File: src/rtl/dbg_uart_pkg.sv
// Shared constants and types for the debugger UART byte buffer.
package dbg_uart_pkg;

  // Status register bit positions
  localparam int unsigned StatRxNonempty = 0;
  localparam int unsigned StatTxFull     = 1;
  localparam int unsigned StatRxOverflow = 2;
  localparam int unsigned StatTxError    = 3;
  localparam int unsigned StatTxIdle     = 4;
  localparam int unsigned StatRxCount    = 5;

  // Control write bit positions
  localparam int unsigned CtrlClearFlags = 0;
  localparam int unsigned CtrlFlushRx    = 1;
  localparam int unsigned CtrlFlushTx    = 2;

  // Valid flag position inside rx_rd_data
  localparam int unsigned RxValidBit = 15;

  // Transmit pacing FSM
  typedef enum logic [1:0] {
    TX_IDLE  = 2'd0,
    TX_LOAD  = 2'd1,
    TX_DRAIN = 2'd2
  } tx_state_e;

endpackage

File: src/rtl/dbg_byte_fifo.sv
// 8-bit synchronous FIFO with flush, occupancy count and combinational head.
module dbg_byte_fifo #(
  parameter int unsigned DepthLog2 = 4
) (
  input  logic               clk_i,
  input  logic               rst_ni,
  input  logic               push_i,
  input  logic               pop_i,
  input  logic               flush_i,
  input  logic [7:0]         wdata_i,
  output logic [7:0]         head_o,
  output logic [DepthLog2:0] count_o,
  output logic               full_o,
  output logic               empty_o
);
  localparam int unsigned Depth = 1 << DepthLog2;
  localparam int unsigned PtrW  = DepthLog2;
  localparam int unsigned CntW  = DepthLog2 + 1;
  localparam logic [CntW-1:0] CntFull = CntW'(Depth);

  logic [7:0]      mem_q [Depth];
  logic [7:0]      mem_d [Depth];
  logic [PtrW-1:0] wptr_q, wptr_d;
  logic [PtrW-1:0] rptr_q, rptr_d;
  logic [CntW-1:0] count_q, count_d;
  logic            pop_ok, push_ok;

  // Next-state: a pop frees a slot, so a push at full with a pop is accepted
  always_comb begin
    mem_d   = mem_q;
    wptr_d  = wptr_q;
    rptr_d  = rptr_q;
    count_d = count_q;
    pop_ok  = pop_i & (count_q != '0);
    push_ok = push_i & ((count_q != CntFull) | pop_ok);
    if (flush_i) begin
      wptr_d  = '0;
      rptr_d  = '0;
      count_d = '0;
    end else begin
      if (push_ok) begin
        mem_d[wptr_q] = wdata_i;
        wptr_d        = wptr_q + PtrW'(1);
      end
      if (pop_ok) begin
        rptr_d = rptr_q + PtrW'(1);
      end
      count_d = count_q + CntW'(push_ok) - CntW'(pop_ok);
    end
  end

  // Pointer and occupancy state
  always_ff @(posedge clk_i) begin
    if (!rst_ni) begin
      wptr_q  <= '0;
      rptr_q  <= '0;
      count_q <= '0;
    end else begin
      wptr_q  <= wptr_d;
      rptr_q  <= rptr_d;
      count_q <= count_d;
    end
  end

  // Storage array; contents are don't-care while unoccupied
  always_ff @(posedge clk_i) begin
    mem_q <= mem_d;
  end

  // Status and head outputs
  always_comb begin
    head_o  = mem_q[rptr_q];
    count_o = count_q;
    full_o  = (count_q == CntFull);
    empty_o = (count_q == '0);
  end

endmodule

File: src/rtl/dbg_uart_buffer.sv
// Byte buffering between the visor register bus and the debugger UART cores.
// RX bytes are captured on the receiver's busy falling edge; TX bytes are
// paced into the transmitter with a load/busy handshake and a load timeout.
module dbg_uart_buffer
  import dbg_uart_pkg::*;
#(
  parameter int unsigned DEPTH_LOG2 = 4,
  parameter int unsigned TX_TIMEOUT = 1024
) (
  input  logic        sysclk,
  input  logic        sysreset_n,
  input  logic [7:0]  uart_rx_data,
  input  logic        uart_rx_busy,
  input  logic        uart_tx_busy,
  output logic [7:0]  uart_tx_data,
  output logic        uart_tx_load,
  output logic [15:0] rx_rd_data,
  input  logic        rx_pop,
  input  logic [7:0]  tx_wr_data,
  input  logic        tx_push,
  input  logic        ctrl_wr,
  input  logic [2:0]  ctrl_data,
  output logic [15:0] status
);
  localparam int unsigned CntW = $clog2(TX_TIMEOUT) + 1;
  localparam logic [CntW-1:0] CntLast = CntW'(TX_TIMEOUT - 1);

  // Busy synchronizers: [0] first flop, [1] second, [2] edge-detect history
  logic [2:0] rx_sync_q, rx_sync_d;
  logic [1:0] tx_sync_q, tx_sync_d;
  logic       rx_fall, tx_busy_s;

  logic       clear_flags, flush_rx, flush_tx;
  logic       rx_pop_ok, rx_ovf_set, tx_err_set, tx_push_ok, tx_pop;
  logic       rx_ovf_q, rx_ovf_d;
  logic       tx_err_q, tx_err_d;

  tx_state_e       tx_state_q, tx_state_d;
  logic            tx_load_q, tx_load_d;
  logic [7:0]      tx_data_q, tx_data_d;
  logic [CntW-1:0] cnt_q, cnt_d;

  logic [7:0]          rx_head, tx_head;
  logic [DEPTH_LOG2:0] rx_count, tx_count;
  logic                rx_full, rx_empty, tx_full, tx_empty;
  logic                unused_tx_count;

  // Control decode, synchronizer shift and RX capture/overflow detection
  always_comb begin
    clear_flags = ctrl_wr & ctrl_data[CtrlClearFlags];
    flush_rx    = ctrl_wr & ctrl_data[CtrlFlushRx];
    flush_tx    = ctrl_wr & ctrl_data[CtrlFlushTx];
    rx_sync_d   = {rx_sync_q[1:0], uart_rx_busy};
    tx_sync_d   = {tx_sync_q[0], uart_tx_busy};
    rx_fall     = rx_sync_q[2] & ~rx_sync_q[1];
    tx_busy_s   = tx_sync_q[1];
    rx_pop_ok   = rx_pop & ~rx_empty;
    // A capture at full is lost unless a pop makes room the same cycle
    rx_ovf_set  = rx_fall & rx_full & ~rx_pop_ok & ~flush_rx;
    // Pushes at full are dropped silently; software polls tx_full
    tx_push_ok  = tx_push & ~tx_full;
  end

  // Sticky flags: a set event beats a clear in the same cycle
  always_comb begin
    rx_ovf_d = rx_ovf_q;
    tx_err_d = tx_err_q;
    if (clear_flags) begin
      rx_ovf_d = 1'b0;
      tx_err_d = 1'b0;
    end
    if (rx_ovf_set) rx_ovf_d = 1'b1;
    if (tx_err_set) tx_err_d = 1'b1;
  end

  // State register for synchronizers, flags and the TX FSM datapath
  always_ff @(posedge sysclk) begin
    if (!sysreset_n) begin
      rx_sync_q  <= '0;
      tx_sync_q  <= '0;
      rx_ovf_q   <= 1'b0;
      tx_err_q   <= 1'b0;
      tx_state_q <= TX_IDLE;
      tx_load_q  <= 1'b0;
      tx_data_q  <= '0;
      cnt_q      <= '0;
    end else begin
      rx_sync_q  <= rx_sync_d;
      tx_sync_q  <= tx_sync_d;
      rx_ovf_q   <= rx_ovf_d;
      tx_err_q   <= tx_err_d;
      tx_state_q <= tx_state_d;
      tx_load_q  <= tx_load_d;
      tx_data_q  <= tx_data_d;
      cnt_q      <= cnt_d;
    end
  end

  // TX FSM next-state
  always_comb begin
    tx_state_d = tx_state_q;
    unique case (tx_state_q)
      TX_IDLE: begin
        if (!tx_empty && !flush_tx) tx_state_d = TX_LOAD;
      end
      TX_LOAD: begin
        if (flush_tx || tx_busy_s) begin
          tx_state_d = TX_DRAIN;
        end else if (cnt_q == CntLast) begin
          tx_state_d = TX_IDLE;
        end
      end
      TX_DRAIN: begin
        if (!tx_busy_s) tx_state_d = TX_IDLE;
      end
      default: tx_state_d = TX_IDLE;
    endcase
  end

  // TX FSM outputs: load level, latched byte, timeout counter, FIFO pop
  always_comb begin
    tx_load_d  = tx_load_q;
    tx_data_d  = tx_data_q;
    cnt_d      = cnt_q;
    tx_pop     = 1'b0;
    tx_err_set = 1'b0;
    unique case (tx_state_q)
      TX_IDLE: begin
        if (!tx_empty && !flush_tx) begin
          tx_data_d = tx_head;
          tx_load_d = 1'b1;
          cnt_d     = '0;
        end
      end
      TX_LOAD: begin
        if (flush_tx) begin
          // FIFO is being emptied, so no pop is needed here
          tx_load_d = 1'b0;
        end else if (tx_busy_s) begin
          tx_load_d = 1'b0;
          tx_pop    = 1'b1;
        end else if (cnt_q == CntLast) begin
          tx_load_d  = 1'b0;
          tx_pop     = 1'b1;
          tx_err_set = 1'b1;
        end else begin
          cnt_d = cnt_q + CntW'(1);
        end
      end
      TX_DRAIN: begin
      end
      default: begin
        tx_load_d = 1'b0;
      end
    endcase
  end

  // Visor-facing read data and transmitter outputs
  always_comb begin
    uart_tx_data = tx_data_q;
    uart_tx_load = tx_load_q;
    rx_rd_data   = '0;
    rx_rd_data[RxValidBit] = ~rx_empty;
    rx_rd_data[7:0]        = rx_empty ? 8'h00 : rx_head;
    status                 = '0;
    status[StatRxNonempty] = ~rx_empty;
    status[StatTxFull]     = tx_full;
    status[StatRxOverflow] = rx_ovf_q;
    status[StatTxError]    = tx_err_q;
    status[StatTxIdle]     = (tx_state_q == TX_IDLE) & tx_empty;
    status[StatRxCount +: DEPTH_LOG2 + 1] = rx_count;
  end

  assign unused_tx_count = ^tx_count;

  dbg_byte_fifo #(
    .DepthLog2 (DEPTH_LOG2)
  ) u_rx_fifo (
    .clk_i   (sysclk),
    .rst_ni  (sysreset_n),
    .push_i  (rx_fall),
    .pop_i   (rx_pop),
    .flush_i (flush_rx),
    .wdata_i (uart_rx_data),
    .head_o  (rx_head),
    .count_o (rx_count),
    .full_o  (rx_full),
    .empty_o (rx_empty)
  );

  dbg_byte_fifo #(
    .DepthLog2 (DEPTH_LOG2)
  ) u_tx_fifo (
    .clk_i   (sysclk),
    .rst_ni  (sysreset_n),
    .push_i  (tx_push_ok),
    .pop_i   (tx_pop),
    .flush_i (flush_tx),
    .wdata_i (tx_wr_data),
    .head_o  (tx_head),
    .count_o (tx_count),
    .full_o  (tx_full),
    .empty_o (tx_empty)
  );

endmodule
File: config.mk
export PLATFORM = sky130hd
export DESIGN_NAME = dbg_uart_buffer
export DESIGN_NICKNAME = d
export VERILOG_FILES = /design/src/rtl/dbg_uart_pkg.sv /design/src/rtl/dbg_byte_fifo.sv /design/src/rtl/dbg_uart_buffer.sv
export SDC_FILE = /design/constraint.sdc
export NUM_CORES = 1
export LEC_CHECK = 0
export ABC_CLOCK_PERIOD_IN_PS = 2700
export BUFFER_PORTS_ARGS = -buffer_cell sky130_fd_sc_hd__buf_2
export CORE_MARGIN = 3
export CORE_UTILIZATION = 36
export DETAILED_ROUTE_END_ITERATION = 10
export HOLD_SLACK_MARGIN = 0.06
export PLACE_DENSITY_LB_ADDON = 0.25
export SLEW_MARGIN = 30
export SYNTH_ARGS = -nofsm -noshare
export SYNTH_HDL_FRONTEND = slang
export SYNTH_HIERARCHICAL = 1
export SYNTH_SLANG_ARGS = --single-unit
File: constraint.sdc
create_clock -name sysclk -period 2.7 [get_ports sysclk]
set_input_delay 0.27 -clock sysclk [delete_from_list [all_inputs] [get_ports sysclk]]
set_output_delay 0.27 -clock sysclk [all_outputs]
set_load 0.1 [all_outputs]
==> out/metrics.yaml, run 1 <==
logic_synthesis:
  synthesis.area_um2: 13180
  synthArstFlopShare_pct: 0
  synth_area_per_cell_um2: 15.58
  ys_types: 63
  ys_seq_elements: 311
  synth_edf_count: 256
  yosysWarnings: 6
  ys.flop_type: "edfxtp_1"
  netlist_instances: 846
  ys_seq_area_share_pct: 66.66
timing:
  layout_min_cycle_time_ns: 2.726
  final_max_slew_viol_count: 0
  finalHoldViolCount: 0
  setup_viol: 1
  fmax_mhz: 366.8
  worst_pin_slew_ns: 0.7078
  period_share_pct: 101.0
  final.setup.worst_slack_ns: -0.02593
  rsz0062_at_grt: "true"
  slew_headroom_pct: 52.76
  final.setup_skew_ns: 0.01739
routing:
  drcViolationCount: 0
  drt_wl_total_um: 28450
  num_vias: 7307
  initialDrtViolationCount: 469
  first_pass_iters: 5
  via_per_inst: 5.050
  postRouteAntennaNets: 0
  drt-wirelength-per-cell_um: 19.66
run:
  maxCapViolations: 0
power:
  peakVddDrop_v: 0.001040
  p_total_mw: 14.33
  leakage_nw: 5.377
  p_per_area_nw_per_um2: 908.9
layout:
  nNetsFinal: 1015
  finalCoreUtilization_pct: 44.01
  final_common_cell: "edfxtp_1"
  diodes: 0
  syn2layout_area_growth_pct: 19.61
  drive_above_1_share_pct: 28.50
  final_cell_mix: "256 x edfxtp_1, 76 x buf_4, 74 x mux2i_1"
min_path:
  hold_depth: 4
  hold_end: "rx_ovf_q"
  hold_start: "ctrl_data[0]"
  hold_class: "input port to register"
floorplanning:
  ioPinCount: 67
  coreArea_um2: 35830
  die_area_um2: 38950
  die_w_um: 197.4
  die_h_um: 197.4
  rows: 69
  start_util_pct: 36.80
place:
  pre_cts_slack_ns: -0.06798
  dp_hpwl_um: 18370
  gp_congestion: 0.7488
  port-buffer-count: 53
global_route:
  grt-ovfl-total: 0
  grt_pass1_vias: 7409
  grt_use_total_pct: 14.69
  grt_pass1_wl_um: 44100
  grt_max_degree: 31
  grt_antenna_before_repair: 0
setup_path:
  r2r_cells: 15
  critical_path_required_ns: 3.06
  critPathKind: "register to register"
  crit_fanout: 3
  reg2reg_from: "cnt_q[10]"
  crit_arrival_ns: 3.09
  end_kind: "register"
  startpoint_type: "register"
  r2r_slack_ns: -0.03
  r2r-end: "u_tx_fifo/count_o[4]"
  crit_start: "cnt_q[10]"
clocking:
  clock_path_buffers: 3
  clock-root-buffer: "clkbuf_16"
  worstSkewPairLatency_ns: 0.52
  clock_sinks: 311
  cts_buffers: 35
  cts_tree: "yes"
  cts_htree_levels: 2
  clk_pin_slew_ns: 0.06
run_status:
  failed_checks: "negative setup slack"
  status: "finished with violations"
==> where the power goes <==
| group | switching (mW) | internal (mW) | leakage (nW) |
|---|---|---|---|
| registers | 0.131 | 5.38 | 2.76 |
| clock network | 1.82 | 3.02 | 0.568 |
| logic | 2.69 | 1.28 | 2.05 |
==> metal layers <==
metal | vias to the layer above | global-route usage [%] | part of all wire (%)
met5 | - | 0 | 0
met4 | 0 | 3.960 | 1.7
li1 | 3465 | - | -
met3 | 37 | 2.490 | 3.6
met2 | 135 | 24.72 | 49
met1 | 3670 | 19.85 | 46
==> through the flow <==
step | TNS (ns) | area, µm² | instances | hold slack [ns]
after floorplan | -1.401 | 13320 | 858 | 0.3689
after global placement | -0.05445 | 14340 | 1382 | 0.4186
after detailed placement | -0.06798 | 14340 | 1382 | 0.4196
after CTS | -0.006225 | 15610 | 1443 | 0.06126
after global routing | -0.2453 | 15770 | 1447 | 0.08058
final | -0.02593 | 15770 | 1447 | 0.07932
==> registers in the layout, summed over array words and instances, names as in the netlist, 3 cells and up <==
name,cells
uart_tx_data,8
u_tx_fifo/count_o,5
u_tx_fifo/wptr_q,4
rx_sync_q,3
u_tx_fifo/rptr_q,4
u_rx_fifo/wptr_q,4
u_rx_fifo/mem_q,128
u_rx_fifo/rptr_q,4
cnt_q,11
u_tx_fifo/mem_q,128
u_rx_fifo/count_o,5
==> synthesized netlist by cell type, types with 14 or more instances <==
master,n,area share [%]
a221oi_1,21,1.4
a22oi_1,17,0.97
buf_4,22,1.3
buf_6,15,1.3
clkbuf_1,14,0.40
dfxtp_1,55,8.4
edfxtp_1,256,58
ha_1,23,2.2
inv_1,28,0.80
mux2i_1,74,5.6
mux4_2,32,5.5
nand2_1,26,0.74
nand2b_1,14,0.66
nor2_1,62,1.8
o21ai_0,22,0.84
==> cell type report <==
| class | count | area, µm² |
|---|---|---|
| Fill cell | 3143 | 20060 |
| Sequential cell | 311 | 8808 |
| Multi-Input combinational cell | 452 | 4054 |
| Timing Repair Buffer | 134 | 1026 |
| Clock buffer | 43 | 927.1 |
| Tap cell | 461 | 576.8 |
| Clock inverter | 16 | 255.2 |
| Inverter | 30 | 121.4 |
==> how the worst max path moves through the flow <==
stage,endpoint
after global placement,u_tx_fifo/count_o[4]
after global routing,u_tx_fifo/count_o[4]
after floorplan,rx_rd_data[5]
after CTS,u_tx_fifo/count_o[4]
after detailed placement,u_tx_fifo/count_o[4]
final,u_tx_fifo/count_o[4]
==> logic make-up (layout without fill, tap and decap cells) <==
family / count (synthesis) / in the layout / synth area share, %
AOI/OAI and AO/OA: 113 / 113 / 6.871
xor gates and xnor gates: 18 / 18 / 1.196
adders and majority gates: 25 / 25 / 2.487
buffers and inverters: 95 / 223 / 4.413
DFF: 311 / 311 / 66.66
muxes: 107 / 107 / 11.17
other: 1 / 13 / 0.02844
and+or+nand+nor: 176 / 176 / 7.175
==> critical path: stages, from the launching register on <==
cell,delay (ns)
dfxtp_1,0.30
nand3b_1,0.22
nor3_4,0.23
nor2_1,0.07
nor3_2,0.18
buf_4,0.17
o21ai_4,0.05
ha_1,0.28
inv_1,0.06
ha_2,0.18
inv_2,0.04
fa_2,0.33
nand2b_4,0.14
a21oi_2,0.13
o21ai_1,0.06
nor3b_1,0.14
==> timing repair <==
item,4_1_cts,5_1_grt
gates cloned,0,2
endpoints found under the hold margin,2,0
pin swaps,4,10
buffers inserted,0,2
hold buffers,2,0
resized for setup,19,20
endpoints found under the setup margin,12,14
Note: power is estimated with default switching activity, not from simulation.
==> run 2: changes to the inputs <==
--- a/config.mk
+++ b/config.mk
@@ -15,5 +15,4 @@
 export SLEW_MARGIN = 30
 export SYNTH_ARGS = -nofsm -noshare
 export SYNTH_HDL_FRONTEND = slang
-export SYNTH_HIERARCHICAL = 1
 export SYNTH_SLANG_ARGS = --single-unit
==> constraint.sdc (replaced) <==
create_clock -name sysclk -period 2.7 [get_ports sysclk]
set_input_delay 0.27 -clock sysclk [delete_from_list [all_inputs] [get_ports sysclk]]
set_output_delay 0.27 -clock sysclk [all_outputs]
set_load 0.02 [all_outputs]
==> out/metrics.yaml, run 2 <==
timing:
  setup_viol: 0
  final_max_slew_viol_count: 0
  final.setup_skew_ns: 0.009977
  rsz0062_at_grt: "true"
  holdWs_ns: 0.09161
  period_share_pct: 99.29
  final.setup.worst_slack_ns: 0.01909
  fmax_mhz: 373.0
  finalHoldViolCount: 0
  worst_pin_slew_ns: 0.7782
  slew_headroom_pct: 48.01
  layout_min_cycle_time_ns: 2.681
global_route:
  use_met1_pct: 19.51
  grt_pass1_vias: 7124
  use_met3_pct: 2.565
  grt_max_degree: 36
  grt_use_total_pct: 13.84
  grt_pass1_wl_um: 41000
  grt_antenna_before_repair: 0
  use_met2_pct: 22.00
  busiest_layer: "met2"
  grt-ovfl-total: 0
place:
  gp_congestion: 0.7319
  pre_cts_slack_ns: -0.03836
  place_area_um2: 13910
  post-place-cells: 1296
  port-buffer-count: 53
  dp_hpwl_um: 16900
layout:
  largestRegisters: "u_rx_fifo.mem_q (128), u_tx_fifo.mem_q (128), cnt_q (11)"
  num-fill-cells: 3106
  drive_above_1_share_pct: 30.29
  final_common_cell: "edfxtp_1"
  final_cell_mix: "256 x edfxtp_1, 65 x buf_4, 64 x mux4_2"
  area.sequential_um2: 8802
  syn2layout_area_growth_pct: 18.20
  nNetsFinal: 933
  fin_cells: 1363
  final_area_um2: 15120
  multi_input_area_um2: 3729
  diodes: 0
setup_path:
  cp_slowest_cell: "or4b_4"
  crit_arrival_ns: 3.12
  cp_cell_sequence: "inv_4 -> ha_4 -> or4b_4 -> nand2_4 -> inv_2 -> ha_4 -> inv_2 -> ha_4 -> fa_2 -> a21oi_2 -> nor2_1 -> or3_1 -> a21oi_1"
  critPathKind: "register to register"
  cpPeakStageDelay_ns: 0.47
  r2r_slack_ns: 0.02
  startpoint_type: "register"
  end_kind: "register"
  critical_path_required_ns: 3.14
  r2r-end: "u_rx_fifo.count_o[4]"
  r2r_cells: 13
  critPathMostFrequentCell: "ha_4"
  crit_fanout: 2
  reg2reg_from: "u_rx_fifo.count_o[2]"
logic_synthesis:
  synthTopCellsByArea: "edfxtp_1 60%, mux4_2 11%, dfxtp_1 8.6%, mux2i_1 2.7%, ha_1 2.2%"
  ys_seq_elements: 311
  yosysMostFrequentCell: "edfxtp_1"
  yosys-top-cells-count: "256 x edfxtp_1, 64 x mux4_2, 55 x dfxtp_1, 46 x nor2_1, 34 x mux2i_1"
  synthesis.area_um2: 12790
  synth_area_per_cell_um2: 16.75
  synth_edf_count: 256
  ys.flop_type: "edfxtp_1"
  netlist_instances: 764
  synthArstFlopShare_pct: 0
  ys_seq_area_share_pct: 68.69
  yosys.area.top_type: "edfxtp_1"
  synth_top_area_share_pct: 60.08
  yosysWarnings: 0
  ys_types: 54
power:
  leakage_nw: 5.005
  peakVddDrop_v: 0.0005939
  p_int_mw: 9.018
  p_clk_share_pct: 36.6
  switching_share_pct: 27.08
  p_per_area_nw_per_um2: 817.7
  p_seq_share_pct: 44.3
  power.net_switching_mw: 3.349
  pwr-share-comb_pct: 19.1
run_status:
  status: "finished clean"
clocking:
  clock-root-buffer: "clkbuf_16"
  cts_htree_levels: 2
  clock_path_buffers: 3
  cts_buffers: 35
  worstSkewPairLatency_ns: 0.52
  clock_sinks: 311
  clk_pin_slew_ns: 0.06
  cts_tree: "yes"
min_path:
  hold_depth: 3
  hold_class: "input port to register"
  hold_start: "rx_pop"
  hold_end: "u_rx_fifo.rptr_q[1]"
floorplanning:
  die_w_um: 194.5
  rows: 68
  die_h_um: 194.5
  ioPinCount: 67
  die_area_um2: 37840
  start_util_pct: 36.77
  coreArea_um2: 34800
routing:
  postRouteAntennaNets: 0
  num_vias: 6887
  via_per_inst: 5.053
  drcViolationCount: 0
  drt_wl_total_um: 26160
  drt-wirelength-per-cell_um: 19.19
  initialDrtViolationCount: 546
  first_pass_iters: 5
run:
  maxCapViolations: 0
[run 2: cell count changes after synthesis, moves of 9 or more]
cell	delta
mux2i_1	-40
mux4_2	+32
nor2_1	-16
a22oi_1	-15
a221oi_2	-9
a221oi_1	-15
buf_6	-11
[run 2: area by class of cell]
class,count,share of cell area (%)
clock buffer,46,6.131
timing repair buffer,124,5.576
tap,455,3.764
inverter,24,0.6288
multi-input combinational,386,24.65
clock inverter,17,1.042
sequential,311,58.20
[run 2: cell families after synthesis]
group | synth area share (%)
AND/OR/NAND/NOR | 6.239
buffers and inverters | 3.315
other | 0.02931
AO/OA/AOI/OAI | 4.283
flip-flops | 68.69
adder cells (fa/ha/maj) | 2.562
multiplexers | 13.93
XOR/XNOR | 0.9584
[run 2: how the worst max path moves through the flow]
stage                                      end                 start  slack [ns]
after floorplan           u_rx_fifo.count_o[4]  u_rx_fifo.count_o[2]       -0.08
after global placement    u_rx_fifo.count_o[4]  u_rx_fifo.count_o[2]      -0.009
after detailed placement  u_rx_fifo.count_o[4]  u_rx_fifo.count_o[2]       -0.04
after CTS                 u_rx_fifo.count_o[4]  u_rx_fifo.count_o[2]       0.007
after global routing      u_rx_fifo.count_o[4]  u_rx_fifo.count_o[2]       -0.10
final                     u_rx_fifo.count_o[4]  u_rx_fifo.count_o[2]        0.02
[run 2: power groups by stage]
stage | clock network [mW] | registers, mW | logic, mW
3_5_place_dp | 0 | 5.57 | 2.30
2_1_floorplan | 0 | 5.66 | 1.47
6_report | 4.53 | 5.47 | 2.36
3_3_place_gp | 0 | 5.56 | 2.28
5_1_grt | 4.86 | 5.49 | 2.60
4_1_cts | 4.67 | 5.47 | 2.34
[run 2: per-layer routing]
metal	wire [µm]	share of wire (%)	vias to the layer above
met5	0	0	-
met3	1099	4.2	40
met4	544	2.1	0
met2	12430	48	135
li1	-	-	3201
met1	12090	46	3511
[run 2: metrics by stage]
step / utilization, % / total power [mW] / setup TNS, ns
global route: 43.46 / 12.95 / -0.1301
detailed placement: 39.97 / 7.870 / -0.06657
finish: 43.46 / 12.37 / 0
CTS: 43.22 / 12.48 / 0
floorplan: - / 7.132 / -0.07790
global placement: 39.97 / 7.848 / -0.009432
[run 2: what timing repair did]
action                                 CTS  global route
resized for setup                        7            18
cloned                                   0             0
hold buffers                             3             0
pin swaps                                3             7
endpoints found under the hold margin    3             0
buffers inserted                         0             1
setup endpoints to repair                7             9
[run 2: worst max-delay path: cells and delay by family, from the launching register on]
kind	cells	cell delay, ns
compound gates	2	0.27
fa+ha+maj	4	0.89
buf+inv	3	0.13
flops	1	0.35
simple gates	4	0.96
